==> config.mk <==
export PLATFORM = sky130hd
export DESIGN_NAME = cla_mw_add_seq
export DESIGN_NICKNAME = d
export VERILOG_FILES = /design/src/rtl/cla_mw_add_seq.sv
export SDC_FILE = /design/constraint.sdc
export NUM_CORES = 1
export LEC_CHECK = 0
export CAP_MARGIN = 0
export CORE_ASPECT_RATIO = 0.7
export CORE_MARGIN = 8
export CORE_UTILIZATION = 30
export CTS_BUF_LIST = sky130_fd_sc_hd__clkbuf_4
export DETAILED_ROUTE_END_ITERATION = 10
export MAX_ROUTING_LAYER = met4
export PLACE_DENSITY = 0.53
export SETUP_SLACK_MARGIN = 0.15
export SLEW_MARGIN = 25
export SYNTH_ARGS = -nofsm -noshare
export SYNTH_HDL_FRONTEND = slang
export SYNTH_SLANG_ARGS = --single-unit
==> constraint.sdc <==
create_clock -name clk -period 2.9 [get_ports clk]
set_input_delay 0.29 -clock clk [delete_from_list [all_inputs] [get_ports clk]]
set_output_delay 0.29 -clock clk [all_outputs]
set_load 0.01 [all_outputs]
==> src/rtl/cla_mw_add_seq.sv <==
// Multi-word adder: one 5-bit carry-lookahead slice reused over WORDS cycles, LSB limb first.
// Optional macro CLA_MW_ADD_SEQ_SUB_EN adds op_sub (A - B via ~B and carry-in 1).
module cla_mw_add_seq #(
  parameter int WORDS = 4,
  localparam int W = 5 * WORDS
) (
  input  logic         clk,
  input  logic         rst_n,
  input  logic         in_valid,
  output logic         in_ready,
  input  logic [W-1:0] a_in,
  input  logic [W-1:0] b_in,
  input  logic         cin,
`ifdef CLA_MW_ADD_SEQ_SUB_EN
  input  logic         op_sub,
`endif
  output logic         out_valid,
  input  logic         out_ready,
  output logic [W-1:0] sum_out,
  output logic         cout_out,
  output logic         ovf_out,
  output logic         busy,
  output logic [2:0]   limb_idx
);

  // Handshakes: a transfer happens on a rising edge where valid && ready are both high;
  // valid never waits on ready, and the payload stays stable while valid is high.

  typedef enum logic [1:0] {IDLE, RUN, DONE} state_t;

  localparam logic [2:0] LAST_IDX = 3'(WORDS - 1);

  state_t       state;
  logic [W-1:0] a_reg;
  logic [W-1:0] b_reg;
  logic         carry;

  logic [4:0] a_l, b_l, g, p, s;
  logic [5:0] c;

  // Lookahead slice: every carry computed directly from generate/propagate terms.
  always_comb begin
    a_l  = a_reg[5*limb_idx +: 5];
    b_l  = b_reg[5*limb_idx +: 5];
    g    = a_l & b_l;
    p    = a_l ^ b_l;
    c[0] = carry;
    c[1] = g[0] | (p[0] & c[0]);
    c[2] = g[1] | (p[1] & g[0]) | (p[1] & p[0] & c[0]);
    c[3] = g[2] | (p[2] & g[1]) | (p[2] & p[1] & g[0]) | (p[2] & p[1] & p[0] & c[0]);
    c[4] = g[3] | (p[3] & g[2]) | (p[3] & p[2] & g[1]) | (p[3] & p[2] & p[1] & g[0])
         | (p[3] & p[2] & p[1] & p[0] & c[0]);
    c[5] = g[4] | (p[4] & g[3]) | (p[4] & p[3] & g[2]) | (p[4] & p[3] & p[2] & g[1])
         | (p[4] & p[3] & p[2] & p[1] & g[0]) | (p[4] & p[3] & p[2] & p[1] & p[0] & c[0]);
    s    = p ^ c[4:0];
  end

  always_ff @(posedge clk or negedge rst_n) begin
    if (!rst_n) begin
      state     <= IDLE;
      in_ready  <= 1'b1;
      out_valid <= 1'b0;
      sum_out   <= '0;
      cout_out  <= 1'b0;
      ovf_out   <= 1'b0;
      busy      <= 1'b0;
      limb_idx  <= 3'd0;
      carry     <= 1'b0;
      a_reg     <= '0;
      b_reg     <= '0;
    end else begin
      case (state)
        IDLE: begin
          if (in_valid && in_ready) begin
            a_reg    <= a_in;
`ifdef CLA_MW_ADD_SEQ_SUB_EN
            b_reg    <= op_sub ? ~b_in : b_in;
            carry    <= op_sub ? 1'b1 : cin;
`else
            b_reg    <= b_in;
            carry    <= cin;
`endif
            limb_idx <= 3'd0;
            in_ready <= 1'b0;
            busy     <= 1'b1;
            state    <= RUN;
          end
        end
        RUN: begin
          sum_out[5*limb_idx +: 5] <= s;
          carry <= c[5];
          if (limb_idx == LAST_IDX) begin
            cout_out  <= c[5];
            ovf_out   <= c[4] ^ c[5];
            limb_idx  <= 3'd0;
            out_valid <= 1'b1;
            state     <= DONE;
          end else begin
            limb_idx <= limb_idx + 3'd1;
          end
        end
        DONE: begin
          if (out_ready) begin
            out_valid <= 1'b0;
            in_ready  <= 1'b1;
            busy      <= 1'b0;
            state     <= IDLE;
          end
        end
        default: state <= IDLE;
      endcase
    end
  end

endmodule

# After elaboration in Yosys (flattened, before gate mapping)
# Cells that the tools add are included.
classes:
  muxes: 18
  bitwise_logic: 44
  multipliers: 1
  div: 0
  add_sub_neg: 2
  reduce_logical: 11
  order_cmp: 0
  shifts: 4
  eq_ne: 6
ops:
  columns: ["cell", "count"]
  rows:
  - ["$shiftx 20x7->5", 2]
  - ["$neg 6->34", 1]
  - ["$shift 5x34->20 const A", 1]
  - ["$shiftx 5x34->20", 1]
  - ["$and 1x1->1", 25]
  - ["$bwmux 20", 1]
  - ["$or 1x1->1", 15]
  - ["$xor 5x5->5", 2]
  - ["$reduce_and 3->1", 3]
  - ["$pmux 1 s2", 4]
  - ["$mul 3x3->6 const A", 1]
  - ["$mux 1", 6]
  - ["$mux 2", 3]
  - ["$mux 3", 2]
  - ["$ne 2x2->1 const B", 3]
  - ["$pmux 2 s3", 1]
  - ["$pmux 3 s2", 1]
  - ["$reduce_and 2->1", 3]
  - ["$reduce_bool 2->1", 3]
  - ["$and 5x5->5", 1]
  - ["$add 3x1->3 const B", 1]
  - ["$eq 3x2->1 const B", 1]
  - ["$eq 2x1->1 const B", 1]
  - ["$eq 2x2->1 const B", 1]
  - ["other kinds (3)", 3]
word_totals:
  latchBits: 0
  ramBits: 0
  wordCells: 97
  mem_count: 0
  mem_bits_ro: 0
  regBits: 71

# Depth between registers and ports, before layout
depth:
  depth_word: 11
  ltp_mapped: 9

# Worst setup path after synthesis
# Ideal clock, no wire load.
synth_path:
  path_kind: "flip-flop to flip-flop"
  from: "reg limb_idx[0]"
  to: "reg sum_out[14]"
  t_arrival_ns: 2.738
  synth_period_minus_slack_ns: 2.836
  path_stages_with_launch: 10
  required_time_ns: 2.802
  path_slack_ns: 0.064
  n_path_buf: 2
  setup_time_ns: 0.098
  cell_sequence: "dfrtp_1 > buf_6 > buf_2 > mux4_2 > and2_1 > ha_1 > or2_2 > a21o_1 > and3_1 > o31ai_1"
synth_between:
  elab_chain_cells: 11
synth_lines:
  columns: ["element", "line_no", "rtl"]
  rows:
  - ["start: declaration", "23", "output logic [2:0] limb_idx"]
  - ["start signal: assignment", "99", "limb_idx <= limb_idx + 3'd1;"]
  - ["$mul 3x3->6 (*)", "43, 44, 90", null]
  - ["$shiftx 20x7->5, on equally long branches", "43, 44", null]
  - ["$xor 5x5->5 or $and 5x5->5 (tied branches)", "46, 45", null]
  - ["$and 1x1->1, on equally long branches", "51, 52", null]
  - ["$or 1x1->1 (tied with other cells) (2 in a row)", "51", "c[4] = g[3] | (p[3] & g[2]) | (p[3] & p[2] & g[1]) | (p[3] & p[2] & p[1] & g[0])"]
  - ["$or 1x1->1 or $and 1x1->1 (tied branches)", "51, 52", null]
  - ["$or 1x1->1", "52", "| (p[3] & p[2] & p[1] & p[0] & c[0]);"]
  - ["$xor 5x5->5", "55", "s = p ^ c[4:0];"]
  - ["$shiftx 5x34->20", "90", "sum_out[5*limb_idx +: 5] <= s;"]
  - ["$bwmux 20 (*)", "90", null]
  - ["end signal: indexed assignment", "90", null]
  - ["end: declaration", "19", "output logic [W-1:0] sum_out,"]
# Every way passes the cells marked *; elsewhere a longest branch is shown, timed or not.
# A chain may end at the register's enable or synchronous reset.

# Worst setup path in the final report
layout_path:
  from: "reg limb_idx[0]"
  to: "reg ovf_out"
layout_between:
  elab_chain_cells: 10
layout_lines:
  columns: ["element", "line_no", "rtl"]
  rows:
  - ["$mul 3x3->6", "43, 44", null]
  - ["$shiftx 20x7->5, on equally long branches", "43, 44", null]
  - ["$xor 5x5->5 or $and 5x5->5 (tied branches)", "46, 45", null]
  - ["$and 1x1->1, on equally long branches", "53, 54", null]
  - ["$or 1x1->1 (tied with other cells) (2 in a row)", "53", "c[5] = g[4] | (p[4] & g[3]) | (p[4] & p[3] & g[2]) | (p[4] & p[3] & p[2] & g[1])"]
  - ["$or 1x1->1 or $and 1x1->1 (tied branches)", "53, 54", null]
  - ["$or 1x1->1 or $and 1x1->1 (tied branches)", "54", "| (p[4] & p[3] & p[2] & p[1] & g[0]) | (p[4] & p[3] & p[2] & p[1] & p[0] & c[0]);"]
  - ["$or 1x1->1", "54", null]
  - ["$xor 1x1->1", "94", "ovf_out <= c[4] ^ c[5];"]
  - ["end signal: assignment", "94", null]
  - ["end: declaration", "21", "output logic ovf_out,"]
# Parallel ways exist; a longest one is shown, timed or not.

==> results by group <==
Placed design
  • DP Worst Slack: 0.0537 ns
  • DP HPWL: 6250 um
  • # port buffers: 72
  • GPL Wtd Cong: 0.805
  • DP Area: 4320 um^2

STA
  • Min cycle time layout: 2.70 ns
  • Slew headroom: 69.2%
  • RSZ-0062 raised after global routing: true
  • Final WS setup: 0.196 ns
  • Final setup viols: 0
  • Least-Margin Pin Slew: 0.459 ns
  • Fin. max-slew vios: 0
  • Final setup TNS: 0 ns
  • Final Cycle Share: 93.2%
  • Final Skew: 0.0116 ns
  • Max frequency: 370 MHz
  • Final hold violations: 0

Clock network
  • Htree depth: 3
  • Num Clock Sinks: 71
  • Worst-Skew Late Latency: 0.42 ns
  • Num CTS Buffers: 9
  • Root buffer cell: clkbuf_4
  • Clock Pin Slew Worst Setup and Hold Paths: 0.11 ns
  • CTS tree: done
  • Clock Tree Buf Depth: 2

Yosys
  • Most area-consuming cells after synthesis: dfrtp_1 (52%), mux2_2 (14%), mux4_2 (4.0%)
  • Sequential cell area fraction in the yosys report: 52.8%
  • Ys async rst share: 100%
  • Most used DFF post-synth: dfrtp_1
  • Synthesized area: 3370 um^2
  • Syn. warnings: 0
  • Area share of the largest cell type after synthesis: 52.0%
  • Number of synthesized register bits: 71
  • Count of cell types in the netlist: 43
  • Post-synth top area cell: dfrtp_1
  • Synth Instances: 259
  • Post-synthesis net count: 314
  • Synth Area per Inst: 13.0 um^2
  • Most frequent cells after synthesis: dfrtp_1 (70), mux2_2 (42), nand2_1 (26), o31ai_1 (15), and2_1 (11)
  • Top-count cell post-synth: dfrtp_1
  • Post-synth EDFFs: 0

Global routing
  • Largest net degree at the start of global routing: 37
  • Tot GR Track Use: 11.9%
  • First-pass GRT wire length: 13500 um
  • Initial antenna violation count: 0
  • Remaining Overflow, GRT: 0
  • Vias in the first global route: 2507

Final layout
  • Post-route design area: 4670 um^2
  • FF+latch area: 1780 um^2
  • Antenna Cells: 0
  • Area of the multi-input gates: 1620 um^2
  • Number of fillers in the final layout: 1038
  • Nets: 405
  • Share of cells above drive strength 1: 30.1%
  • Area grow syn2layout: 38.7%

Status
  • Status: finished clean

Power
  • Sequential Power Share: 29.9%
  • Power Dens Cells: 1230 nW/um^2
  • LEAKAGE: 1.97 nW
  • Comb power frac: 54.5%
  • Clk pwr share: 15.6%
  • Net Sw Frac: 37.4%
  • Switching Power: 2.14 mW
  • VDD IR max: 611 uV
  • Internal power: 3.59 mW

Setup path
  • Buf/Inv on CP: 2
  • Family with the most delay on the worst path: simple AND/OR/NAND/NOR gates
  • Worst setup SP type: register
  • Endpoint type of the worst setup path: register
  • Worst path cell trace: buf_6 > buf_4 > mux4_1 > and2_1 > ha_1 > or4_1 > a31oi_1
  • Slowest CP cell: mux4_1
  • Largest fanout on the critical path: 7
  • Crit path kind: reg -> reg
  • CP arrival: 3.05 ns
  • Crit-path max cell delay: 0.58 ns
  • WP data required: 3.25 ns

Drt
  • Routed length per instance: 16.2 um
  • Routed WL: 8220 um
  • DR vias: 2391
  • Vias/cell: 4.71
  • Drt pass-1 iters: 4
  • DR DRC count: 0
  • Post-DRT Antenna Nets: 0
  • Detailed Route Iter0 Violations: 123

Floorplanning
  • Die area: 14900 um^2
  • Core box area: 11000 um^2
  • I/O pins: 73
  • Chip height: 105 um
  • Row cnt: 32
  • DIE WIDTH: 143 um
  • Initial core utilization: 30.7%

Job
  • Max_cap viols: 0

Hold path
  • Hold crit path type: in -> async
[power by group through the flow]
stage	Clock, mW	Sequential [mW]	Combinational, mW
floorplan	0	1.70	1.76
global placement	0	1.73	2.65
detailed placement	0	1.74	2.66
CTS	0.920	1.72	2.86
global route	0.961	1.78	3.42
finish	0.891	1.71	3.12
[through the flow]
stage / utilization (%) / total power, mW / std cells / hold slack, ns
final: 42.6 / 5.73 / 508 / 0.239
after global routing: 42.6 / 6.17 / 508 / 0.207
after CTS: 41.8 / 5.50 / 505 / 0.215
after detailed placement: 39.4 / 4.40 / 486 / 0.148
after global placement: 39.4 / 4.37 / 486 / 0.147
after floorplan: - / 3.46 / 259 / -0.00559
[worst register-to-register path, stage by stage (launching register included)]
cell and delay, ns:
dfrtp_2 0.51, buf_6 0.17, buf_4 0.11, mux4_1 0.58, and2_1 0.20, ha_1 0.37, or4_1 0.52, a31oi_1 0.18
[metal layers]
metal  part of all wire [%]  GRT usage (%)  wire (um)
met1                     52           16.7       4290
met2                     42           15.8       3480
met3                    4.5           3.95        374
met4                   0.88           2.95         72
met5                      0              -          0
[kinds of logic after synthesis]
group | share of synthesized area, %
adder cells (fa/ha/maj) | 3.94
AND/OR/NAND/NOR | 10.6
buffers and inverters | 2.04
flip-flops | 52.8
multiplexers | 21.2
AO/OA/AOI/OAI | 8.66
XOR/XNOR | 0.781
[path summary, 6_finish.rpt]
| check | from | to | slack [ns] | cells past startpoint |
|---|---|---|---|---|
| setup / recovery | limb_idx[0] | ovf_out | 0.20 | 7 |
| hold / removal | rst_n | sum_out[13] | 0.24 | 2 |
| setup reg to reg | limb_idx[0] | ovf_out | 0.20 | 7 |
| hold reg to reg | busy | busy | 0.49 | 1 |
| max in group asynchronous | rst_n | in_ready | 1.98 | 3 |
| min in group clk | b_in[10] | b_reg[10] | 0.47 | 2 |
[cell usage in the layout (no fill, tap or decap), types with 2 or more instances in the layout]
cell type         n
clkdlybuf4s50_1  71
o21ai_1           2
nand2_1          26
dfrtp_1          69
and3_4            2
mux4_1            2
a21oi_1           4
o31ai_2           4
mux2_2           42
a21o_1            5
and2_1            8
and2_4            3
nor2_1            4
inv_1             4
clkbuf_4         10
nor2b_1           3
or2_2             3
xnor2_1           2
buf_4            15
nand2b_1          6
bufinv_16         4
o21ai_0           5
nand3_1           4
buf_6             2
o31ai_1          11
ha_1              6
mux4_2            8
ha_4              3
[final cells by class]
type	instances	share of cell area (%)
clock inverter	6	2.84
multi-input combinational	174	34.6
timing repair buffer	90	18.4
clock buffer	10	1.61
inverter	4	0.321
tap	153	4.10
sequential	71	38.1
[timing repair]
action,in CTS,in global routing
pin swaps,1,5
hold buffers,1,0
buffers inserted,2,3
setup endpoints to repair,10,14
gates resized for setup,11,11
hold endpoints to repair,7,0
Note: power is estimated with default switching activity, not from simulation.
